**src/rtl/instr_fetch.sv**
```systemverilog
// instr_fetch -- instruction fetch stage of the multi-cycle MIPS-32 core.
//
// Owns the program counter. On a fetch request from the controller it reads
// one 32-bit word from instruction memory over a req/ready handshake. It
// latches that word into the instruction register and presents the opcode to
// the controller. At the controller's write-back step it commits the next PC.
// The next PC is sequential, a taken branch, or a jump.
//
// Parameters
//   RESET_PC  PC loaded on reset (word aligned)
//   TIMEOUT   max REQ cycles without imem_ready before the sticky error (2..255)
//
// Ports
//   clk, rst_n    clock / asynchronous active-low reset
//   fetch_en      controller fetch-step pulse, starts a fetch
//   pc_update     controller write-back pulse, commits next PC
//   Branch, zero  branch request and ALU zero flag (taken when both set)
//   imem_req      registered memory read request
//   imem_addr     read address (== pc)
//   imem_ready    memory accepts the request; imem_rdata valid in same cycle
//   imem_rdata    instruction word from memory
//   instr         instruction register
//   opCode        instr[31:26], to the controller
//   instr_valid   instr holds the current instruction
//   pc, pc_plus4  current PC and PC + 4 (mod 2^32)
//   fetch_err     sticky memory-timeout flag
module instr_fetch #(
  parameter logic [31:0] RESET_PC = 32'h0000_0000,
  parameter int unsigned TIMEOUT  = 16
) (
  input  logic        clk,
  input  logic        rst_n,
  input  logic        fetch_en,
  input  logic        pc_update,
  input  logic        Branch,
  input  logic        zero,
  output logic        imem_req,
  output logic [31:0] imem_addr,
  input  logic        imem_ready,
  input  logic [31:0] imem_rdata,
  output logic [31:0] instr,
  output logic [5:0]  opCode,
  output logic        instr_valid,
  output logic [31:0] pc,
  output logic [31:0] pc_plus4,
  output logic        fetch_err
);

  typedef enum logic [1:0] {
    IDLE = 2'd0,
    REQ  = 2'd1,
    HOLD = 2'd2,
    ERR  = 2'd3
  } state_t;

  // Last counter value before the timeout fires; counting starts at 0 on REQ
  // entry, so exactly TIMEOUT REQ cycles elapse before the error.
  localparam logic [7:0] CNT_LAST = 8'(TIMEOUT - 1);

  state_t      state;
  state_t      state_next;
  logic [7:0]  wait_cnt;
  logic [31:0] next_pc;
  logic [31:0] branch_off;
  logic        is_jump;

  // Control strobes derived from the current state and inputs
  logic        start_req;
  logic        load_instr;
  logic        cnt_inc;
  logic        timeout_hit;
  logic        commit_pc;

  // ---------------------------------------------------------------------------
  // State register
  // ---------------------------------------------------------------------------
  always_ff @(posedge clk or negedge rst_n) begin
    if (!rst_n) begin
      state <= IDLE;
    end else begin
      state <= state_next;
    end
  end

  // ---------------------------------------------------------------------------
  // Next-state logic
  // ---------------------------------------------------------------------------
  always_comb begin
    state_next = state;
    unique case (state)
      IDLE: begin
        if (fetch_en) state_next = REQ;
      end
      REQ: begin
        if (imem_ready)                 state_next = HOLD;
        else if (wait_cnt == CNT_LAST)  state_next = ERR;
      end
      HOLD: begin
        // A write-back coinciding with the next fetch step skips IDLE.
        if (pc_update) state_next = fetch_en ? REQ : IDLE;
      end
      ERR: begin
        state_next = ERR;
      end
      default: state_next = IDLE;
    endcase
  end

  // ---------------------------------------------------------------------------
  // Output / strobe decode
  // ---------------------------------------------------------------------------
  always_comb begin
    start_req   = 1'b0;
    load_instr  = 1'b0;
    cnt_inc     = 1'b0;
    timeout_hit = 1'b0;
    commit_pc   = 1'b0;
    unique case (state)
      IDLE: begin
        start_req = fetch_en;
      end
      REQ: begin
        load_instr  = imem_ready;
        timeout_hit = !imem_ready && (wait_cnt == CNT_LAST);
        cnt_inc     = !imem_ready && (wait_cnt != CNT_LAST);
      end
      HOLD: begin
        commit_pc = pc_update;
        start_req = pc_update && fetch_en;
      end
      ERR: begin
      end
      default: begin
      end
    endcase
  end

  // ---------------------------------------------------------------------------
  // Next-PC computation: jump beats branch beats sequential
  // ---------------------------------------------------------------------------
  assign pc_plus4   = pc + 32'd4;
  assign is_jump    = (instr[31:27] == 5'b00001);
  assign branch_off = {{14{instr[15]}}, instr[15:0], 2'b00};

  always_comb begin
    next_pc = pc_plus4;
    if (is_jump) begin
      next_pc = {pc_plus4[31:28], instr[25:0], 2'b00};
    end else if (Branch && zero) begin
      next_pc = pc_plus4 + branch_off;
    end
  end

  // ---------------------------------------------------------------------------
  // Datapath registers
  // ---------------------------------------------------------------------------
  always_ff @(posedge clk or negedge rst_n) begin
    if (!rst_n) begin
      pc          <= RESET_PC;
      instr       <= '0;
      instr_valid <= 1'b0;
      imem_req    <= 1'b0;
      fetch_err   <= 1'b0;
      wait_cnt    <= '0;
    end else begin
      if (start_req) begin
        imem_req <= 1'b1;
        wait_cnt <= '0;
      end
      if (load_instr) begin
        instr       <= imem_rdata;
        instr_valid <= 1'b1;
        imem_req    <= 1'b0;
      end
      if (cnt_inc) begin
        wait_cnt <= wait_cnt + 8'd1;
      end
      if (timeout_hit) begin
        imem_req  <= 1'b0;
        fetch_err <= 1'b1;
      end
      if (commit_pc) begin
        pc          <= next_pc;
        instr_valid <= 1'b0;
      end
    end
  end

  assign imem_addr = pc;
  assign opCode    = instr[31:26];

endmodule

```
**config.mk**
```make
export PLATFORM = sky130hd
export DESIGN_NAME = instr_fetch
export DESIGN_NICKNAME = d
export VERILOG_FILES = /design/src/rtl/instr_fetch.sv
export SDC_FILE = /design/constraint.sdc
export NUM_CORES = 1
export LEC_CHECK = 0
export ABC_AREA = 1
export BUFFER_PORTS_ARGS = -buffer_cell sky130_fd_sc_hd__buf_4
export CAP_MARGIN = 20
export CORE_MARGIN = 2
export CORE_UTILIZATION = 55
export CTS_CLUSTER_SIZE = 10
export DETAILED_ROUTE_END_ITERATION = 8
export PLACE_DENSITY_LB_ADDON = 0.1
export RECOVER_POWER = 50
export SLEW_MARGIN = 40
export SYNTH_ARGS = -nofsm -noshare
export SYNTH_HDL_FRONTEND = slang
export SYNTH_SLANG_ARGS = --single-unit
```
**constraint.sdc**
```tcl
create_clock -name clk -period 2.9 [get_ports clk]
set_input_delay 0.29 -clock clk [delete_from_list [all_inputs] [get_ports clk]]
set_output_delay 0.29 -clock clk [all_outputs]
set_load 0.05 [all_outputs]
```
### After elaboration in Yosys (flattened, before gate mapping)

Cells that the tools add are included.

* input bits: 39
* output and inout port bits: 137
* word-level logic and storage cells: 49
* flip-flop bits (word level): 77

* mux-type cells: 20
* $add $sub $neg: 3
* reductions and logical operators: 10
* equality and inequality tests: 9

Operators with widths (number)
* $mux W32: 2
* $add A32 B3 Y32 const B: 1
* $add A32 B32 Y32: 1
* $mux W8: 2
* $mux W1: 10
* $add A8 B1 Y8 const B: 1
* $eq A8 B4 Y1 const B: 1
* $mux W2: 4
* $ne A8 B4 Y1 const B: 1
* $pmux W2 S4: 1
* $eq A5 B1 Y1 const B: 1
* $eq A2 B2 Y1 const B: 2
* $logic_and A1 B1 Y1: 4
* $ne A2 B2 Y1 const B: 2
* $reduce_bool A2 Y1: 2
* $ne A3 B3 Y1 const B: 1
* $reduce_and A3 Y1: 1
* $reduce_bool A3 Y1: 1
* $eq A2 B1 Y1 const B: 1
* $logic_not A2 Y1: 1
* $pmux W1 S2: 1
* $logic_not A1 Y1: 1

### Logic depth before layout (Yosys ltp)

* word-level depth: 5
* gate-level depth with buffers: 23
* gate-level depth less buffers: 23

### Worst setup path after synthesis

No wires, ideal clock.

* path kind: register to register
* from: register pc[2] (netlist: imem_addr[2])
* to: register pc[16] (netlist: imem_addr[16])
* library setup time: 0.118 ns
* path buffers: 0
* clock period less this slack: 3.794 ns
* arrival time: 3.676 ns
* cell stages (with the launch flop): 14
* path slack: -0.894 ns
* cell sequence: dfrtp_1 inv_1 nor2_2 nand2_1 xor2_1 ha_1 a21oi_1 o21bai_1 a21boi_0 o21ai_0 xor2_1 nand2_1 nand2_1 nand2_1

* longest elaborated chain between the ends: 4

RTL lines
* from (decl): RTL line 44 `output logic [31:0] pc,`
* from (signal assigned): RTL line 183 `pc <= next_pc;`
* $add A32 B3 Y32: RTL line 141 `assign pc_plus4 = pc + 32'd4;`
* net pc_plus4[2]: RTL line 45 `output logic [31:0] pc_plus4,`
* $add A32 B32 Y32: RTL line 150 `next_pc = pc_plus4 + branch_off;`
* $mux W32: RTL line 149 `end else if (Branch && zero) begin`
* $mux W32: RTL line 147 `if (is_jump) begin`

The timed path passes the listed nets, and every way through them passes these cells.
A chain may end at the register's enable or synchronous reset.

### Worst setup path after layout

* from: register pc[2] (netlist: imem_addr[2])
* to: register pc[23] (netlist: imem_addr[23])

* longest elaborated chain between the ends: 4

RTL lines (RTL line)
* $add A32 B3 Y32 *: 141
* $add A32 B32 Y32: 150
* $mux W32 *: 149
* $mux W32 *: 147

Every way passes the cells marked *; elsewhere a longest branch is shown, timed or not.

==> key figures <==
Floorplan
  • Std-Cell Rows: 40
  • Die ar.: ~13000 sq um
  • Die W: roughly 120 um
  • Starting Density: 0.566
  • Die H: 116 um
  • I/O pins: around 180
  • Core area: roughly 12000 sq um

Drt
  • Via/cell ratio: approximately 5.5
  • Post-DRT Antenna Nets: 0
  • Final WL: approximately 26000 um
  • DRT iter0 DRCs: 753
  • Via count: around 8300
  • Drt pass-1 iters: 5
  • DR WL/cell: approximately 17 um
  • DRC: 0

STA
  • Peak Freq: 341 MHz
  • RSZ-0062 raised after global routing: yes
  • Worst slew margin: 0.301
  • Min Tclk post-route: 2.94 ns
  • Setup WS post-layout: -0.0360 ns
  • Clk_skew: around 0.01 ns
  • Tightest Pin Transition: 1.05 ns
  • Final hold viol count: 0
  • Fin crit share: 1.01
  • Hold_ws: around 0.13 ns
  • Final setup viols: 3
  • Slew Limit Fails: 0

Global routing
  • Largest net degree at the start of global routing: 44
  • Met1 Resource Use GR: 0.508
  • Total Routing Usage GR: 0.365
  • Global route total overflow: 0
  • First-pass GRT wire length: roughly 37000 um
  • Met2 Use GR: 0.568
  • GR Util met3: 0.0622
  • Initial antenna violation count: 1
  • Vias in the first global route: approximately 7500
  • Gr busiest metal: met2

Logic synthesis
  • Mapped Area: slightly below 7000 sq um
  • Netlist cell types: 45
  • Ys Warns: 0
  • Ys flop type: dfrtp_1
  • Avg Cell Area, Syn: slightly above 6 sq um
  • EDFF count, synth: 0
  • Cells after Synth: between 1000 and 1500
  • Asr flop ratio synth: 1.00
  • Post-synthesis register bit count: between 70 and 80
  • Post-synthesis sequential area ratio: 0.274

Worst setup path
  • Crit path max-delay cell type: dfrtp_4
  • WP buf/inv: 3
  • Largest fanout on the critical path: 4
  • CP cell instances: ha_4, nand2_4, nor2_4, nand2_2, xor2_1, buf_4, inv_2, ha_4, nand2_1, nand2_1, inv_1, nand2_1, a21oi_2, nand2_4, nand2_1, nand2_1, nand2_1, nand3_1, nand3_1, nand2_1
  • Max stage delay on crit path: around 0.46 ns
  • Nature of the critical path startpoint: flip-flop
  • Kind of critical path: flip-flop to flip-flop
  • Critical path endpoint category: flip-flop
  • Worst path arrival time: ~3.2 ns
  • Req. time, crit path: between 3 and 4 ns
  • Most used cell, CP: nand2_1
  • Largest delay share family, worst path: simple AND/OR/NAND/NOR gates

Cells and area
  • Layout area overhead: 47.1%
  • Total inserted antenna cells: 0
  • Non-filler cells in the finished layout: approximately 1500
  • Post-layout net count: between 1000 and 1500
  • Share of post-route cells with drive strength above 1: 0.376

Status
  • Status: finished with violations
  • Failing checks: negative setup slack

Place
  • Cells after DPL: 1477
  • IO buf count: between 150 and 200
  • GP Congestion: between 0.9 and 1
  • Post-DP HPWL: 18800 um

Clock tree
  • Clk Latency, worst-skew pair: ~0.35 ns
  • Clock Path Buffers: 2
  • Clock Root Buffer: clkbuf_16
  • Clock sink count: 75
  • H-Tree Depth: 3
  • Clock-pin slew on the worst setup and hold paths: approximately 0.060 ns
  • CTS tree: done
  • Num CTS Buffers: 9

Hold path
  • Hold Crit Class: input pin to flip-flop

Job
  • Max cap viols: 0
-- metrics by stage --
step | utilization | TNS [ns] | setup WS [ns] | instance area (sq um)
floorplan | - | -0.363 | -0.0885 | 7250
global placement | 0.747 | -0.00971 | -0.00716 | 9040
detailed placement | 0.747 | -0.178 | -0.0775 | 9040
CTS | 0.781 | -0.0475 | -0.0256 | 9460
global route | 0.833 | -2.22 | -0.181 | 10100
finish | 0.833 | -0.0654 | -0.0360 | 10100
-- what timing repair did --
action	in CTS	in global routing
gates resized for setup	14	177
setup buffers	2	20
hold buffers	1	0
endpoints found under the hold margin	42	0
setup endpoints to repair	10	23
pin swaps	2	62
-- tightest hold or removal path: cells and delay by family --
family | cells | cell delay, ns
buffers and inverters | 1 | 0.07
and+or+nand+nor | 2 | 0.09
-- area by class of cell --
cell class / instances / area, sq um
Tap cell: 168 / 210
Sequential cell: 75 / 1910
Multi-Input combinational cell: 808 / 5060
Clock buffer: 10 / 229
Timing Repair Buffer: 282 / 1950
Inverter: 166 / 644
Fill cell: 831 / 2020
Clock inverter: 6 / 88.8
-- path summary, 6_finish.rpt --
path	start	to	slack [ns]	depth (start not counted)
worst max-delay path	imem_addr[2]	imem_addr[23]	-0.04	20
worst min-delay path	imem_rdata[0]	instr[0]	0.13	3
worst max register to register	imem_addr[2]	imem_addr[23]	-0.04	20
worst min register to register	fetch_err	fetch_err	0.49	1
max in group asynchronous	rst_n	imem_addr[2]	0.59	3
min in group asynchronous	rst_n	instr[8]	0.66	2
-- layout by cell type (no fill, tap or decap), types with 4 or more instances in the layout --
cell / count
nand4_1: 10
clkinvlp_4: 7
a21oi_2: 18
nand3_2: 12
o21bai_1: 9
xor2_4: 5
o21ai_0: 30
nand3_1: 50
ha_1: 11
nand2_1: 360
inv_1: 132
nor2_4: 14
nor2_2: 26
nor2_1: 50
clkbuf_16: 9
buf_4: 229
inv_2: 26
conb_1: 6
nand2_2: 56
xor2_2: 7
clkbuf_1: 48
ha_4: 23
nand2_4: 14
nor3_2: 4
xor2_1: 10
dfrtp_1: 54
dfrtp_2: 20
a21oi_1: 27
o211ai_1: 4
nor3_1: 5
o21ai_1: 5
-- Yosys cell counts, drive strengths merged, types with 2 or more instances --
master,instances,share of area
a21boi,4,0.0044
a21oi,46,0.034
and2,2,0.0018
buf,49,0.051
clkbuf,9,0.0049
clkinv,2,0.0011
dfrtp,75,0.27
ha,37,0.068
inv,164,0.090
nand2,431,0.24
nand3,64,0.048
nand3b,3,0.0033
nand4,10,0.0091
nor2,91,0.058
nor3,12,0.0088
nor4,2,0.0018
o2111ai,2,0.0026
o211ai,4,0.0044
o21ai,38,0.028
o21bai,12,0.013
o22ai,3,0.0027
or2,4,0.0036
xnor2,6,0.0077
xor2,22,0.028
-- flip-flops by register name (all words and copies together) (netlist names) --
register,flops
instr,32
imem_addr,30
wait_cnt,8
state,2
fetch_err,1
imem_req,1
instr_valid,1
-- per-layer routing --
layer,wire (um),share of wire
met4,902,0.035
met5,13,0.00050
met3,2650,0.10
met2,12000,0.46
met1,10400,0.40
-- cell families (layout without fill, tap and decap cells) --
| group | after synthesis | after routing | synth area share |
|---|---|---|---|
| other | 1 | 6 | 0.000547 |
| buffers and inverters | 224 | 464 | 0.147 |
| xor gates and xnor gates | 28 | 28 | 0.0358 |
| adders and majority gates | 38 | 38 | 0.0704 |
| AOI/OAI and AO/OA | 116 | 116 | 0.0965 |
| DFF | 75 | 75 | 0.274 |
| and+or+nand+nor | 620 | 620 | 0.376 |
Power is not shown: default switching activity piles up to over one toggle a cycle in this logic, so the estimate is an artifact.
